$ cat config.mk
export PLATFORM = sky130hd
export DESIGN_NAME = alu_unit
export DESIGN_NICKNAME = d
export VERILOG_FILES = /design/src/rtl/alu_pkg.sv /design/src/rtl/alu_comb.sv /design/src/rtl/alu_unit.sv
export SDC_FILE = /design/constraint.sdc
export NUM_CORES = 1
export LEC_CHECK = 0
export BUFFER_PORTS_ARGS = -buffer_cell sky130_fd_sc_hd__buf_2
export CAP_MARGIN = 20
export CORE_MARGIN = 2
export CORE_UTILIZATION = 50
export DETAILED_ROUTE_END_ITERATION = 6
export PLACE_DENSITY = 0.77
export SLEW_MARGIN = 5
export SYNTH_ARGS = -nofsm -noshare
export SYNTH_HDL_FRONTEND = slang
export SYNTH_HIERARCHICAL = 1
export SYNTH_SLANG_ARGS = --single-unit
export TNS_END_PERCENT = 20
$ cat constraint.sdc
create_clock -name clk -period 4.8 [get_ports clk]
set_input_delay 0.96 -clock clk [delete_from_list [all_inputs] [get_ports clk]]
set_output_delay 0.96 -clock clk [all_outputs]
set_load 0.01 [all_outputs]
$ cat src/rtl/alu_pkg.sv
// Shared definitions for the PE integer ALU: the operation encoding and the default datapath width.
package alu_pkg;

    localparam int unsigned ALU_W = 32;

    localparam logic OP_ADD = 1'b0;
    localparam logic OP_AND = 1'b1;

endpackage

$ cat src/rtl/alu_comb.sv
// Combinational half of the ALU: computes ADD and AND side by side and selects one of them by op_sel.
module alu_comb
    import alu_pkg::*;
#(
    parameter int unsigned WIDTH = ALU_W
) (
    input  logic             op_sel,
    input  logic [WIDTH-1:0] a,
    input  logic [WIDTH-1:0] b,
    output logic [WIDTH-1:0] y
);

    logic [WIDTH-1:0] sum;
    logic [WIDTH-1:0] conj;

    // The carry out of the MSB is dropped, so the sum wraps modulo 2**WIDTH.
    assign sum  = a + b;
    assign conj = a & b;

    // An unknown op_sel falls through to the default arm, so X reaches y instead of picking an op.
    always_comb begin
        y = 'x;
        case (op_sel)
            OP_ADD:  y = sum;
            OP_AND:  y = conj;
            default: y = 'x;
        endcase
    end

endmodule

$ cat src/rtl/alu_unit.sv
// Two-function ALU (ADD/AND) for the PE datapath, with one synchronously reset output register.
module alu_unit
    import alu_pkg::*;
#(
    parameter int unsigned WIDTH = ALU_W
) (
    input  logic             clk,
    input  logic             rst,
    input  logic             op_sel,
    input  logic [WIDTH-1:0] a,
    input  logic [WIDTH-1:0] b,
    output logic [WIDTH-1:0] result
);

    logic [WIDTH-1:0] result_d;
    logic [WIDTH-1:0] result_q;

    alu_comb #(
        .WIDTH (WIDTH)
    ) u_alu_comb (
        .op_sel (op_sel),
        .a      (a),
        .b      (b),
        .y      (result_d)
    );

    // Reset wins over the operation sampled at the same edge, so that operation is dropped.
    always_ff @(posedge clk) begin
        if (rst) begin
            result_q <= '0;
        end else begin
            result_q <= result_d;
        end
    end

    assign result = result_q;

endmodule

==> reports/metrics.yaml, run 1 <==
outcome:
  status: "complete, no violations"
synth:
  syn-cell-area_sq_mm: 0.00304
  syn_avg_cell_area_sq_um: 7.56
  synth_top_area_cell: "dfxtp_1"
  synthCells: 402
  synthTopCellsByArea: "dfxtp_1 21%, ha_1 13%, nor2b_1 6.8%"
  yosysSeqAreaShare_pct: 21.1
  synth_edf_count: 0
  postSynthNetCount: 502
  async_flop_share_pct: 0
  yosysTopAreaCellShare_pct: 21.1
  synth_warnings: 6
  synth_seq_cells: 32
  synth_flop_cell: "dfxtp_1"
  ys_types: 55
place:
  hpwl_um: 6220
  placed_cell_area_sq_mm: 0.00355
  io_buffers: 98
  dp_cells: 558
  dp_slack_ns: 1.12
  gp_congestion: 0.865
routing:
  drt_iter0_drc: 186
  drtAntennaViolNets: 0
  wl_um: 7750
  post_drt_wl_per_cell_um: 13.7
  drc_errors: 0
  drtPass1Iterations: 5
  avgViaCountPerCell: 5.66
  via_count: 3198
timing:
  rsz0062_at_grt: "false"
  max_freq_mhz: 297
  holdWs_ns: 1.14
  relSlewSlack_pct: 58.1
  finalHoldViolCount: 0
  post-route-period-util_pct: 70.1
  finalSetupViolCount: 0
  slew_violations: 0
  fin_setup_tns_ns: 0
  fin_crit_ns: 3.37
  tightestPinTransition_ns: 0.622
  setup_ws_ns: 1.43
floorplan:
  die_height_um: 82.0
  die_w_um: 82.0
  start_util_pct: 51.6
  dieArea_sq_mm: 0.00672
  num_io_pins: 99
  core_area_sq_mm: 0.00589
  rows: 28
global_route:
  grt.total_usage_pct: 23.8
  overflow: 0
  antenna_found_initial: 0
  grt_pass1_wl_um: 12700
  grt_max_degree: 63
  first_global_vias: 2824
setup_path:
  path_class: "input pin to register"
  slowest_stage: "fa_1"
  max_stage_delay_ns: 0.41
  crit_chain: "buf_2, ha_1, fa_1, a21o_1, a221oi_2, o21ai_0, and4_1, a311oi_1, xor2_1, o21ai_0, nor2b_1"
  crit_fanout: 3
  worst_ep_arrival_time_ns: 3.52
  cp.required_ns: 4.96
  cp_common_cell: "o21ai_0"
  cp-start-kind: "input pin"
  end_kind: "register"
clock_tree:
  cts.path.max_buffers: 2
  ctsHoldBuffers: 0
  root_buffer: "clkbuf_8"
  cts_sinks: 32
  htreeDepth: 2
  cts-resized-gates: 0
  cts_buffers: 5
  postCtsSetupBuffers: 0
  cts.clk_slew.worst_paths_ns: 0.06
  cts_tree: "done"
final_layout:
  diodes: 0
  area_delta_synth_final_pct: 19.3
  layout_commonest_cell: "buf_2"
  largest_register_ffs: 32
  nets: 590
  layout_common_cells: "98 x buf_2, 51 x nand2_1, 39 x o21ai_0"
  design_area_sq_mm: 0.00363
  stdcell_count: 565
  fin_util_pct: 61.6
  drive_above_1_share_pct: 24.5
run:
  maxCapViolCount: 0
worst_hold_path:
  hold_class: "input pin to register"
  hold_start: "b[0]"
  hold_depth: 4
  hold_end: "result[0]"
power_and_ir_drop:
  power_density_mw_per_mm2: 238
  total_leakage_power_nw: 1.69
  irDropWorstVdd_mv: 0.186
  power_uw: 864
cell type report:
| class | instances | area, sq um |
|---|---|---|
| Fill cell | 571 | 2260 |
| Sequential cell | 32 | 641 |
| Multi-Input combinational cell | 340 | 2270 |
| Tap cell | 75 | 93.8 |
| Inverter | 12 | 45.0 |
| Clock buffer | 6 | 72.6 |
| Timing Repair Buffer | 99 | 498 |
| Clock inverter | 1 | 5.00 |
per-layer routing:
metal | vias to the layer above | GRT usage (%) | routed length (um)
li1 | 1631 | - | -
met1 | 1439 | 33.0 | 3650
met2 | 118 | 38.7 | 3440
met3 | 10 | 2.64 | 552
met4 | 0 | 7.17 | 104
met5 | - | 0 | 0
logic make-up (layout without fill, tap and decap cells):
group / count (synthesis) / in the layout / share of synthesized area [%]
simple gates: 148 / 148 / 24.3
compound gates: 133 / 133 / 28.7
fa+ha+maj: 33 / 33 / 13.8
flops: 32 / 32 / 21.1
buf+inv: 30 / 118 / 4.20
xor+xnor: 22 / 22 / 6.34
mux: 4 / 4 / 1.56
where the power goes:
group	internal, mW	switching (mW)	total (mW)
clock network	0.0983	0.0929	0.191
logic	0.166	0.210	0.377
registers	0.291	0.00561	0.296
total	0.555	0.309	0.864
worst max-delay path by stage:
stage | startpoint | endpoint | cells after the start
floorplan | a[0] | result[28] | 10
global placement | a[0] | result[30] | 11
detailed placement | a[0] | result[26] | 11
CTS | a[0] | result[26] | 11
global route | a[0] | result[26] | 11
finish | a[0] | result[26] | 11
cell usage after synthesis (3+ instances only):
cell	n
nor3_1	6
and3_1	7
nand3_1	7
nor2_1	22
o21bai_1	9
nand2_1	51
and2_1	3
a21o_1	10
o31ai_1	5
clkbuf_1	12
a21oi_1	33
dfxtp_1	32
a31oi_1	4
or2_2	5
o211ai_1	3
a211o_1	4
nand4_1	6
a211oi_1	3
nor2b_1	33
o21ai_0	39
inv_1	12
xnor2_1	12
ha_1	32
buf_4	3
xor2_1	10
critical path: cells and delay by family:
family / cells / cell delay [ns]
AO/OA/AOI/OAI: 5 / 1.18
adder cells (fa/ha/maj): 2 / 0.64
AND/OR/NAND/NOR: 2 / 0.43
XOR/XNOR: 1 / 0.20
buffers and inverters: 1 / 0.10
(Power assumes the default switching activity.)
==> inputs of run 2 (changes only) <==
- CORE_UTILIZATION: 50 -> 47
- PLACE_DENSITY: 0.77 -> 0.76
- clock period: 4.8 -> 2.9 ns (I/O delays scaled with it)
==> run 2 against run 1 <==
  * Sequential share of layout area is 1.6 points lower
  * Wire length up 10%
  * Combinational power increased by 89%
  * Sequential cell count is the same
  * Sequential power rose by 66%
  * Design area up 10%
  * Critical path depth is the same
  * Clock power is 92% higher
  * Setup slack lost 1.3 ns
  * Via count up 7.4%
  * Global-route usage shrank 0.34 points
==> reports/metrics.yaml, run 2 (synthesis gave the netlist of run 1 again) <==
floorplan:
  die_height_um: 84.4  # was 82.0 um
  die_w_um: 84.4  # was 82.0 um
  start_util_pct: 48.1  # was 51.6%
  dieArea_sq_mm: 0.00713  # was 0.00672 sq mm
  rows: 29  # was 28
  core_area_sq_mm: 0.00631  # was 0.00589 sq mm
  num_io_pins: 99  # unchanged
final_layout:
  fin_util_pct: 63.2  # was 61.6%
  drive_above_1_share_pct: 30.9  # was 24.5%
  layout_common_cells: "98 x buf_2, 51 x nand2_1, 42 x buf_4"  # was 98 x buf_2, 51 x nand2_1, 39 x o21ai_0
  largest_register_ffs: 32  # unchanged
  layout_commonest_cell: "buf_2"  # unchanged
  area_delta_synth_final_pct: 31.3  # was 19.3%
  diodes: 0  # unchanged
  nets: 631  # was 590
routing:
  avgViaCountPerCell: 5.65  # was 5.66
  drt_iter0_drc: 204  # was 186
  wl_um: 8550  # was 7750 um
  drc_errors: 0  # unchanged
  drtPass1Iterations: 5  # unchanged
  post_drt_wl_per_cell_um: 14.1  # was 13.7 um
  drtAntennaViolNets: 0  # unchanged
  via_count: 3435  # was 3198
power_and_ir_drop:
  irDropWorstVdd_mv: 0.312  # was 0.186 mV
  p_switching_uw: 542  # was 309 uW
  seq_power_share_pct: 31.2  # was 34.3%
  p_int_mw: 1.03  # was 555 uW
  pwr-share-clk_pct: 23.3  # was 22.1%
  total_leakage_power_nw: 1.90  # was 1.69 nW
  swShare_pct: 34.5  # was 35.7%
  pwr-share-comb_pct: 45.4  # was 43.6%
  power_mw: 1.57  # was 864 uW
  power_density_mw_per_mm2: 394  # was 238 mW/mm^2
place:
  gp_congestion: 0.900  # was 0.865
  io_buffers: 98  # unchanged
  hpwl_um: 7070  # was 6220 um
setup_path:
  path_class: "input pin to register"  # unchanged
  crit_chain: "buf_2, ha_1, fa_1, a21o_1, a221oi_4, or4b_4, a21oi_4, o32ai_2, mux2_4, a221oi_2, nor2b_1"  # was buf_2, ha_1, fa_1, a21o_1, a221oi_2, o21ai_0, and4_1, a311oi_1, xor2_1, o21ai_0, nor2b_1
  crit_fanout: 4  # was 3
  cp.required_ns: 3.12  # was 4.96 ns
  crit_family: "compound AO/OA/AOI/OAI gates"  # unchanged
  max_stage_delay_ns: 0.41  # about the same
  worst-path-buf-inv: 1  # unchanged
  end_kind: "register"  # unchanged
  cp-start-kind: "input pin"  # unchanged
  worst_ep_arrival_time_ns: 3.01  # was 3.52 ns
  slowest_stage: "fa_1"  # unchanged
timing:
  holdWs_ns: 0.775  # was 1.14 ns
  fin_crit_ns: 2.79
  tightestPinTransition_ns: 0.677  # was 0.622 ns
  finalHoldViolCount: 0  # unchanged
  max_freq_mhz: 358
  relSlewSlack_pct: 54.4  # was 58.1%
  post-route-period-util_pct: 96.2
  finalSetupViolCount: 0  # unchanged
  fin_setup_tns_ns: 0  # unchanged
  slew_violations: 0  # unchanged
  rsz0062_at_grt: "true"  # was false
clock_tree:
  cts_tree: "done"  # unchanged
  root_buffer: "clkbuf_8"  # unchanged
  htreeDepth: 2  # unchanged
  cts_sinks: 32  # unchanged
  cts.clk_slew.worst_paths_ns: 0.06  # about the same
  cts.path.max_buffers: 2  # unchanged
  cts_buffers: 5  # unchanged
outcome:
  status: "complete, no violations"  # unchanged
worst_hold_path:
  hold_class: "input pin to register"  # unchanged
global_route:
  grt_pass1_wl_um: 14100  # was 12700 um
  antenna_found_initial: 0  # unchanged
  grt.total_usage_pct: 23.5  # was 23.8%
  grt_max_degree: 33  # was 63
  first_global_vias: 3117  # was 2824
  overflow: 0  # unchanged
run:
  maxCapViolCount: 0  # unchanged
-- run 2: power groups by stage --
stage / combinational [mW] / clock, mW / sequential [mW]
3_3_place_gp: 0.680 / 0 / 0.500
2_1_floorplan: 0.417 / 0 / 0.524
5_1_grt: 0.789 / 0.388 / 0.493
6_report: 0.714 / 0.367 / 0.490
3_5_place_dp: 0.694 / 0 / 0.500
4_1_cts: 0.698 / 0.373 / 0.491
-- run 2: worst paths after layout --
kind	from	to	slack, ns	depth (start not counted)
setup / recovery	a[0]	result[28]	0.11	11
hold / removal	b[0]	result[0]	0.78	4
-- run 2: final cells by class --
class	instances	area, sq um
Fill cell	579	2320
Tap cell	77	96.3
Timing Repair Buffer	140	806
Inverter	12	45.0
Sequential cell	32	641
Multi-Input combinational cell	340	2310
Clock buffer	7	96.3
-- run 2: what timing repair did --
item / in CTS / in global routing
hold buffers: 0 / 0
endpoints found under the setup margin: 0 / 3
resized for setup: 0 / 5
buffers inserted: 0 / 0
-- run 2: per-stage QoR --
step                std cells  instance area [sq um]  setup WS (ns)
detailed placement        601                   3860         -0.275
global placement          601                   3860         -0.209
CTS                       608                   3960        0.00842
finish                    608                   3990          0.110
global route              608                   3990        -0.0342
floorplan                 402                   3040        0.00286
-- run 2: layer usage --
layer	track usage [%]	vias to the layer above	share of wire (%)
li1	-	1711	-
met1	32.9	1550	47
met2	38.6	159	45
met3	2.26	15	6.5
met4	6.64	0	1.5
met5	0	-	0
